===== src/rtl/req_unit_pkg.sv =====
// rtl/req_unit_pkg.sv - shared types and defaults for the memory request controller
package req_unit_pkg;

  typedef enum logic [1:0] {
    RUN  = 2'd0,
    DATA = 2'd1,
    HALT = 2'd2
  } reqstate_t;

  localparam int TIMEOUT_CYCLES_DEFAULT = 1024;
  localparam int CNT_W_DEFAULT          = 16;
  localparam int PERF_W_DEFAULT         = 32;

endpackage


===== src/rtl/mem_request_ctrl_if.sv =====
// rtl/mem_request_ctrl_if.sv - request unit handshake bundle (perf counters with REQUNIT_PERF_EN)
interface mem_request_ctrl_if
`ifdef REQUNIT_PERF_EN
  #(parameter int PERF_W = req_unit_pkg::PERF_W_DEFAULT)
`endif
  ();

  logic halt;
  logic ihit;
  logic dhit;
  logic dREN;
  logic dWEN;
  logic imemREN;
  logic dmemREN;
  logic dmemWEN;
  logic pcWEN;
  logic busy;
  logic halted;
  logic timeout;
`ifdef REQUNIT_PERF_EN
  logic [PERF_W-1:0] icyc_stall;
  logic [PERF_W-1:0] dcyc_stall;
`endif

  // Controller side: consumes decode/memory acknowledges, drives requests.
  modport master (
    input  halt, ihit, dhit, dREN, dWEN,
    output imemREN, dmemREN, dmemWEN, pcWEN, busy, halted, timeout
`ifdef REQUNIT_PERF_EN
    , output icyc_stall, dcyc_stall
`endif
  );

  // Datapath / memory side.
  modport slave (
    output halt, ihit, dhit, dREN, dWEN,
    input  imemREN, dmemREN, dmemWEN, pcWEN, busy, halted, timeout
`ifdef REQUNIT_PERF_EN
    , input icyc_stall, dcyc_stall
`endif
  );

endinterface


===== src/rtl/sat_counter.sv =====
// rtl/sat_counter.sv - saturating up-counter with synchronous clear
module sat_counter #(
  parameter int WIDTH = 16
) (
  input  logic             clk,
  input  logic             rst,
  input  logic             clr,
  input  logic             inc,
  output logic [WIDTH-1:0] count
);

  // Clear wins over increment; the count sticks at all-ones instead of wrapping.
  always_ff @(posedge clk or posedge rst) begin
    if (rst) begin
      count <= '0;
    end else if (clr) begin
      count <= '0;
    end else if (inc && (count != {WIDTH{1'b1}})) begin
      count <= count + 1'b1;
    end
  end

endmodule


===== src/rtl/mem_request_ctrl.sv =====
// rtl/mem_request_ctrl.sv - fetch/data request sequencer with halt drain and watchdog (REQUNIT_PERF_EN adds stall counters)
import req_unit_pkg::*;

module mem_request_ctrl #(
  parameter int TIMEOUT_CYCLES = TIMEOUT_CYCLES_DEFAULT,
  parameter int CNT_W          = CNT_W_DEFAULT
`ifdef REQUNIT_PERF_EN
  , parameter int PERF_W       = PERF_W_DEFAULT
`endif
) (
  input  logic            CLK,
  input  logic            RST,
  mem_request_ctrl_if.master bus
);

  reqstate_t state;
  reqstate_t state_next;
  logic      dmem_ren_q;
  logic      dmem_wen_q;
  logic      dmem_ren_next;
  logic      dmem_wen_next;
  logic      imem_ren;
  logic      pc_wen;
  logic      data_req;
  logic      start_data;

  assign data_req   = bus.dREN | bus.dWEN;
  assign start_data = (state == RUN) && bus.ihit && data_req;

  // State and the registered data-memory enables; reset drops the enables at once.
  always_ff @(posedge CLK or posedge RST) begin
    if (RST) begin
      state      <= RUN;
      dmem_ren_q <= 1'b0;
      dmem_wen_q <= 1'b0;
    end else begin
      state      <= state_next;
      dmem_ren_q <= dmem_ren_next;
      dmem_wen_q <= dmem_wen_next;
    end
  end

  // Next state, enable capture and the combinational fetch/PC controls.
  always_comb begin
    state_next    = state;
    dmem_ren_next = dmem_ren_q;
    dmem_wen_next = dmem_wen_q;
    imem_ren      = 1'b0;
    pc_wen        = 1'b0;
    unique case (state)
      RUN: begin
        imem_ren = 1'b1;
        pc_wen   = bus.ihit & ~data_req & ~bus.halt;
        if (bus.ihit && data_req) begin
          state_next    = DATA;
          dmem_wen_next = bus.dWEN;
          dmem_ren_next = bus.dREN & ~bus.dWEN;
        end else if (bus.ihit && bus.halt) begin
          state_next = HALT;
        end
      end
      DATA: begin
        pc_wen = bus.dhit;
        if (bus.dhit) begin
          dmem_ren_next = 1'b0;
          dmem_wen_next = 1'b0;
          state_next    = bus.halt ? HALT : RUN;
        end
      end
      HALT: begin
        dmem_ren_next = 1'b0;
        dmem_wen_next = 1'b0;
      end
      default: begin
        state_next    = RUN;
        dmem_ren_next = 1'b0;
        dmem_wen_next = 1'b0;
      end
    endcase
  end

  assign bus.imemREN = imem_ren;
  assign bus.pcWEN   = pc_wen;
  assign bus.dmemREN = dmem_ren_q;
  assign bus.dmemWEN = dmem_wen_q;
  assign bus.busy    = (state == DATA);
  assign bus.halted  = (state == HALT);

  generate
    if (TIMEOUT_CYCLES > 0) begin : g_watchdog
      logic [CNT_W-1:0] wd_count;
      logic             timeout_q;

      sat_counter #(.WIDTH(CNT_W)) u_wd_cnt (
        .clk   (CLK),
        .rst   (RST),
        .clr   (start_data),
        .inc   ((state == DATA) && !bus.dhit),
        .count (wd_count)
      );

      // Sticky timeout once a data request has waited the full budget.
      always_ff @(posedge CLK or posedge RST) begin
        if (RST) begin
          timeout_q <= 1'b0;
        end else if ((state == DATA) && !bus.dhit &&
                     (wd_count == CNT_W'(TIMEOUT_CYCLES - 1))) begin
          timeout_q <= 1'b1;
        end
      end

      assign bus.timeout = timeout_q;
    end else begin : g_no_watchdog
      assign bus.timeout = 1'b0;
    end
  endgenerate

`ifdef REQUNIT_PERF_EN
  sat_counter #(.WIDTH(PERF_W)) u_icyc_cnt (
    .clk   (CLK),
    .rst   (RST),
    .clr   (1'b0),
    .inc   (imem_ren & ~bus.ihit),
    .count (bus.icyc_stall)
  );

  sat_counter #(.WIDTH(PERF_W)) u_dcyc_cnt (
    .clk   (CLK),
    .rst   (RST),
    .clr   (1'b0),
    .inc   ((state == DATA) & ~bus.dhit),
    .count (bus.dcyc_stall)
  );
`endif

endmodule


===== src/flat_wrapper.sv =====
// flat-port wrapper written by rule: the top's interface ports become plain ports
module mem_request_ctrl_flat 
#(
  parameter int TIMEOUT_CYCLES = TIMEOUT_CYCLES_DEFAULT,
  parameter int CNT_W          = CNT_W_DEFAULT

)
  (CLK, RST, bus_halt, bus_ihit, bus_dhit, bus_dREN, bus_dWEN, bus_imemREN, bus_dmemREN, bus_dmemWEN, bus_pcWEN, bus_busy, bus_halted, bus_timeout);
  mem_request_ctrl_if bus_i ();
  input  logic CLK;
  input  logic RST;
  input wire logic [$bits(bus_i.halt)-1:0] bus_halt;
  input wire logic [$bits(bus_i.ihit)-1:0] bus_ihit;
  input wire logic [$bits(bus_i.dhit)-1:0] bus_dhit;
  input wire logic [$bits(bus_i.dREN)-1:0] bus_dREN;
  input wire logic [$bits(bus_i.dWEN)-1:0] bus_dWEN;
  output wire logic [$bits(bus_i.imemREN)-1:0] bus_imemREN;
  output wire logic [$bits(bus_i.dmemREN)-1:0] bus_dmemREN;
  output wire logic [$bits(bus_i.dmemWEN)-1:0] bus_dmemWEN;
  output wire logic [$bits(bus_i.pcWEN)-1:0] bus_pcWEN;
  output wire logic [$bits(bus_i.busy)-1:0] bus_busy;
  output wire logic [$bits(bus_i.halted)-1:0] bus_halted;
  output wire logic [$bits(bus_i.timeout)-1:0] bus_timeout;
  assign bus_i.halt = bus_halt;
  assign bus_i.ihit = bus_ihit;
  assign bus_i.dhit = bus_dhit;
  assign bus_i.dREN = bus_dREN;
  assign bus_i.dWEN = bus_dWEN;
  assign bus_imemREN = bus_i.imemREN;
  assign bus_dmemREN = bus_i.dmemREN;
  assign bus_dmemWEN = bus_i.dmemWEN;
  assign bus_pcWEN = bus_i.pcWEN;
  assign bus_busy = bus_i.busy;
  assign bus_halted = bus_i.halted;
  assign bus_timeout = bus_i.timeout;
  mem_request_ctrl #(.TIMEOUT_CYCLES(TIMEOUT_CYCLES), .CNT_W(CNT_W)) u_core (.CLK(CLK), .RST(RST), .bus(bus_i));
endmodule

===== config.mk =====
export PLATFORM = sky130hd
export DESIGN_NAME = mem_request_ctrl_flat
export DESIGN_NICKNAME = d
export VERILOG_FILES = /design/src/rtl/req_unit_pkg.sv /design/src/rtl/mem_request_ctrl_if.sv /design/src/rtl/sat_counter.sv /design/src/rtl/mem_request_ctrl.sv /design/src/flat_wrapper.sv
export SDC_FILE = /design/constraint.sdc
export NUM_CORES = 1
export LEC_CHECK = 0
export BUFFER_PORTS_ARGS = -buffer_cell sky130_fd_sc_hd__buf_2
export CORE_MARGIN = 3
export CORE_UTILIZATION = 55
export DETAILED_ROUTE_END_ITERATION = 16
export PLACE_DENSITY = 0.76
export SKIP_LAST_GASP = 1
export SYNTH_ARGS = -nofsm -noshare
export SYNTH_HDL_FRONTEND = slang
export SYNTH_HIERARCHICAL = 1
export SYNTH_SLANG_ARGS = --single-unit

===== constraint.sdc =====
create_clock -name CLK -period 3.2 [get_ports CLK]
set_input_delay 0.64 -clock CLK [delete_from_list [all_inputs] [get_ports CLK]]
set_output_delay 0.64 -clock CLK [all_outputs]
set_load 0.01 [all_outputs]

==> results_dict.tcl, run 1 <==
set metrics [dict create \
    drt_pass1_iterations 6 \
    placement.io_buffers 13 \
    fin_setup_tns_ns 0 \
    finalSetupViolCount 0 \
    initial_core_util_pct 60.5 \
    clock_path_buffers 2 \
    yosys-mux-area-fraction_pct 2.61 \
    combPwrFrac_pct 31.1 \
    ios 14 \
    p_leak_nw 0.560 \
    antenna_cells 0 \
    dp_hpwl_um 2000 \
    grt_pass1_vias 996 \
    synthCells 135 \
    nNetsFinal 158 \
    synthSimpleGateAreaFrac_pct 33.7 \
    hold_viol 0 \
    ir_worst_vdd_mv 0.459 \
    synth_top_family_by_area "simple AND/OR/NAND/NOR gates" \
    worstPathRequired_ns 3.43 \
    die_h_um 53.6 \
    multiInputGateArea_um2 682 \
    antenna_found_initial 0 \
    nFillCells 184 \
    switching_share_pct 35.1 \
    ys_warn_count 6 \
    fin_crit_sh_pct 71.1 \
    worst_clock_skew_ns 0.00226 \
    cts_resized 0 \
    h-tree-depth 1 \
    grt_pass1_wl_um 4480 \
    syn_area_mm2 0.00125 \
    power_frac_clock_pct 18.6 \
    grt_max_degree 21 \
    initialDrtViolationCount 74 \
    critPathMaxFanout 13 \
    tightestPinTransition_ns 0.745 \
    num_rows 16 \
    ys_types 42 \
    cts_hold_buf 0 \
    post-route-cell-area_mm2 0.00136 \
    synth_compound_area_share_pct 17.4 \
    grt-ovfl-total 0 \
    seqCellArea_um2 526 \
    ant_nets 0 \
    period_minus_slack_ns 2.28 \
    status "complete, no violations" \
    final.setup.worst_slack_ns 0.925 \
    via_per_inst 6.61 \
    critPathLaunchType "flop" \
    drc 0 \
    synthAdderAreaFrac_pct 1.00 \
    drv_cap 0 \
    crit_arrival_ns 2.50 \
    cts_buffers 3 \
    cts_tree "done" \
    synthFlopType "dfrtp_1" \
    die_w_um 53.6 \
    slew-limit-headroom_pct 49.9 \
    hp-class "in2async" \
    rsz0062_at_grt "no" \
    async_reset_ff_share_pct 100 \
    post_cts_buffers 0 \
    root_buffer "clkbuf_4" \
    ys_seq_elements 21 \
    num_vias 1163 \
    syn_to_final_growth_pct 8.63 \
    drive_gt1_share_pct 17.4 \
    place_worst_setup_slack_ns 0.718 \
    clock_latency_ns 0.30 \
    criticalPathCategory "reg2reg" \
    cp-end-kind "flop" \
    avgSynthCellArea_um2 9.24 \
    power_density_mw_per_mm2 504 \
    p_switching_mw 0.240 \
    wl_per_cell_um 16.0 \
    cts.sinks 21 \
    placed_cell_area_mm2 0.00133 \
    slew_viol_final 0 \
    synth_xor_area_share_pct 0 \
    die-area_mm2 0.00288 \
    syn-num-nets 143 \
    fmax_ghz 0.440 \
    place.gp.congestion 0.851 \
    wl_um 2820 \
    final_cell_mix "21 x dfrtp_1, 14 x a21oi_1, 13 x buf_2" \
    grt_usage_pct 21.5 \
    power_frac_seq_pct 50.3 \
    mostFrequentLayoutCell "dfrtp_1" \
    core-area_mm2 0.00206 \
    internal-power_mw 0.443 \
    cts.clk_slew.worst_paths_ns 0.11 \
    synth_edf_count 0 \
    seq_area_frac_synth_pct 42.1 \
]
cell usage after synthesis, types with 2 or more instances:
cell	number	area share, %
o21ai_0	5	2.0
nand2b_1	2	1.0
or4_1	6	3.6
nand3_1	8	3.2
nor4_1	4	2.0
o31ai_1	5	3.0
dfrtp_1	21	42
a21oi_1	14	5.6
nor2b_1	4	2.0
mux2_2	2	1.8
or3_1	6	3.0
o41ai_1	2	1.4
nand2_1	11	3.3
nor2_1	5	1.5
nand4_1	6	3.0
inv_1	4	1.2
nor3_1	5	2.0
state kept, by name, summed over array words and instances, names as in the netlist:
name,count
u_core/state,2
u_core/bus.dmemREN,1
u_core/g_watchdog.u_wd_cnt/count,16
u_core/bus.dmemWEN,1
u_core/bus.timeout,1
routing by layer:
layer  GRT usage [%]  vias to the layer above  wire length, um
li1                -                      556                -
met1            30.6                      548             1250
met2            33.1                       51             1320
met3            3.32                        8              213
met4            7.66                        0               39
met5               0                        -                0
cells by family (layout without fill, tap and decap cells):
group | Yosys count | after routing
muxes | 3 | 3
AOI/OAI and AO/OA | 34 | 34
buffers and inverters | 8 | 22
DFF | 21 | 21
adders and majority gates | 1 | 1
and+or+nand+nor | 68 | 68
final cells by class:
type / count / share of cell area (%)
clock buffers: 4 / 1.94
multi-input cells: 106 / 50.3
flip-flops and latches: 21 / 38.8
repair buffers: 14 / 5.36
well taps: 27 / 2.49
inverters: 4 / 1.11
power groups by stage:
stage / logic, mW / registers (mW) / clock network, mW
finish: 0.212 / 0.344 / 0.127
global route: 0.235 / 0.350 / 0.148
detailed placement: 0.214 / 0.348 / 0
global placement: 0.205 / 0.345 / 0
CTS: 0.215 / 0.343 / 0.133
floorplan: 0.150 / 0.344 / 0
worst max-delay path, stage by stage, from the launching register on:
cell     delay [ns]
dfrtp_1        0.48
nor3b_4        0.21
buf_4          0.22
nand3_1        0.22
or4_4          0.51
or4_1          0.42
a21oi_1        0.15
worst paths after layout:
path / from / end / slack (ns) / cells past startpoint
min in group CLK: u_core/bus.timeout / u_core/bus.timeout / 0.48 / 1
max in group asynchronous: RST / u_core/g_watchdog.u_wd_cnt/count[14] / 2.38 / 2
hold / removal: RST / u_core/bus.dmemREN / 0.22 / 2
hold reg to reg: u_core/bus.timeout / u_core/bus.timeout / 0.48 / 1
setup / recovery: u_core/state[1] / u_core/g_watchdog.u_wd_cnt/count[13] / 0.92 / 6
setup reg to reg: u_core/state[1] / u_core/g_watchdog.u_wd_cnt/count[13] / 0.92 / 6
through the flow:
| stage | total power [mW] | hold slack [ns] | cells | util, % |
|---|---|---|---|---|
| 2_1_floorplan | 0.494 | 0.419 | 135 | - |
| 3_3_place_gp | 0.550 | 0.461 | 172 | 64.4 |
| 3_5_place_dp | 0.562 | 0.462 | 172 | 64.4 |
| 4_1_cts | 0.690 | 0.218 | 176 | 65.7 |
| 5_1_grt | 0.733 | 0.207 | 176 | 65.7 |
| 6_report | 0.684 | 0.220 | 176 | 65.7 |
Note: power is estimated with default switching activity, not from simulation.
==> inputs of run 2 (changes only) <==
==> constraint.sdc (replaced) <==
create_clock -name CLK -period 2.2 [get_ports CLK]
set_input_delay 0.44 -clock CLK [delete_from_list [all_inputs] [get_ports CLK]]
set_output_delay 0.44 -clock CLK [all_outputs]
set_load 0.01 [all_outputs]
==> run 2 against run 1 <==
Effect of this change: global-route usage rose by 1.2 points; sequential power rose by 47%; count of clock-buffer cells in the layout did not move; sequential share of layout area fell by 0.84 points; final cell count rose by 2.3%; worst hold slack got worse by 0.19 ns; clock power rose by 44%; register-to-register slack got worse by 0.65 ns; critical endpoint unchanged; highest routed layer unchanged.
==> results_dict.tcl, run 2 (synthesis results as in run 1) <==
set metrics [dict create \
    status "complete, no violations" \
    initial_core_util_pct 60.5 \
    drive_gt1_share_pct 19.6 \
    ant_nets 0 \
    p_switching_mw 0.358 \
    power_frac_clock_pct 18.2 \
    syn_to_final_growth_pct 11.0 \
    p_leak_nw 0.580 \
    clock_latency_ns 0.30 \
    finalSetupViolCount 0 \
    criticalPathCategory "reg2reg" \
    place.gp.congestion 0.831 \
    die_w_um 53.6 \
    slew_viol_final 0 \
    num_rows 16 \
    cts_resized 0 \
    crit_arrival_ns 2.15 \
    internal-power_mw 0.651 \
    tightestPinTransition_ns 0.600 \
    p_total_mw 1.01 \
    nNetsFinal 162 \
    antenna_cells 0 \
    nFillCells 165 \
    fin_worst_hold_slack_ns 0.0330 \
    ios 14 \
    cp_num_buf_inv 0 \
    regMostFlops "u_core/g_watchdog.u_wd_cnt/count" \
    max_stage_delay_ns 0.48 \
    worstPathRequired_ns 2.43 \
    core-area_mm2 0.00206 \
    rsz0062_at_grt "no" \
    wl_per_cell_um 15.8 \
    fmax_ghz 0.519 \
    wl_um 2840 \
    final_cell_mix "21 x dfrtp_1, 14 x a21oi_1, 13 x buf_2" \
    grt_pass1_wl_um 4750 \
    die-area_mm2 0.00288 \
    grt-ovfl-total 0 \
    cts.clk_slew.worst_paths_ns 0.11 \
    critPathLaunchType "flop" \
    crit_family "simple AND/OR/NAND/NOR gates" \
    top_regs "u_core/g_watchdog.u_wd_cnt/count x16, u_core/state x2" \
    period_minus_slack_ns 1.93 \
    via_per_inst 6.41 \
    worst_clock_skew_ns 0.00901 \
    hold_viol 0 \
    ir_worst_vdd_mv 0.724 \
    combPwrFrac_pct 31.8 \
    cts_tree "done" \
    grt_pass1_vias 1065 \
    crit_chain "nor3b_4 > nand3_1 > or4_4 > or4_1 > a21oi_1" \
    placement.io_buffers 13 \
    post_cts_buffers 0 \
    hp-class "in2async" \
    drv_cap 0 \
    cts.sinks 21 \
    critPathMaxFanout 6 \
    power_frac_seq_pct 50.0 \
    cp-end-kind "flop" \
    fin_crit_sh_pct 87.7 \
    largest_reg_flops 16 \
    grt_max_degree 17 \
    die_h_um 53.6 \
    clock_path_buffers 2 \
    switching_share_pct 35.5 \
    antenna_found_initial 0 \
    dp_hpwl_um 2180 \
    initialDrtViolationCount 22 \
    cts_buffers 3 \
    drc 0 \
    drt_pass1_iterations 4 \
    mostFrequentLayoutCell "dfrtp_1" \
    utilization_pct 67.2 \
    num_vias 1154 \
    grt_usage_pct 22.7 \
    cp_slowest_cell "dfrtp_1" \
    slew-limit-headroom_pct 60.0 \
    fin_setup_tns_ns 0 \
    power_density_mw_per_mm2 728 \
    cts_hold_buf 0 \
    h-tree-depth 1 \
    root_buffer "clkbuf_4" \
]
==> run 2: final timing paths <==
kind                                     from                                   end  slack [ns]  cells past startpoint
max in group asynchronous                 RST  u_core/g_watchdog.u_wd_cnt/count[11]        1.61                      2
max reg2reg                   u_core/state[1]  u_core/g_watchdog.u_wd_cnt/count[13]        0.27                      5
max                           u_core/state[1]  u_core/g_watchdog.u_wd_cnt/count[13]        0.27                      5
min                                       RST                    u_core/bus.dmemWEN        0.03                      2
min reg2reg                u_core/bus.timeout                    u_core/bus.timeout        0.48                      1
min in group CLK                     bus_halt                       u_core/state[1]        0.43                      3
==> run 2: stage by stage <==
step           cell area (um2)  cells  setup WS (ns)
6_report                  1390    180          0.272
5_1_grt                   1390    180          0.151
4_1_cts                   1390    180          0.280
3_5_place_dp              1360    176          0.233
3_3_place_gp              1360    176          0.245
2_1_floorplan             1250    135         0.0769
==> run 2: layer usage <==
layer | wire length (um) | global-route usage [%] | vias up
met2 | 1400 | 37.6 | 27
met1 | 1280 | 30.9 | 566
met5 | 0 | 0 | -
met4 | 13 | 5.53 | 0
li1 | - | - | 559
met3 | 139 | 3.60 | 2
==> run 2: area by class of cell <==
class / count / area, um2 / share of cell area, %
Timing Repair Buffer: 18 / 103 / 7.41
Sequential cell: 21 / 526 / 37.9
Inverter: 4 / 15.0 / 1.08
Tap cell: 27 / 33.8 / 2.44
Multi-Input combinational cell: 106 / 682 / 49.2
Clock buffer: 4 / 26.3 / 1.90
==> run 2: worst reg2reg max path: cells and delay by family (launching register included) <==
kind	cells	cell delay, ns
flip-flops	1	0.48
AND/OR/NAND/NOR	4	1.25
AO/OA/AOI/OAI	1	0.15
==> run 2: power by group through the flow <==
stage          Sequential, mW  Combinational (mW)  Clock (mW)
6_report                0.505               0.320       0.183
5_1_grt                 0.513               0.355       0.209
4_1_cts                 0.504               0.325       0.189
3_5_place_dp            0.512               0.325           0
3_3_place_gp            0.505               0.307           0
2_1_floorplan           0.501               0.218           0
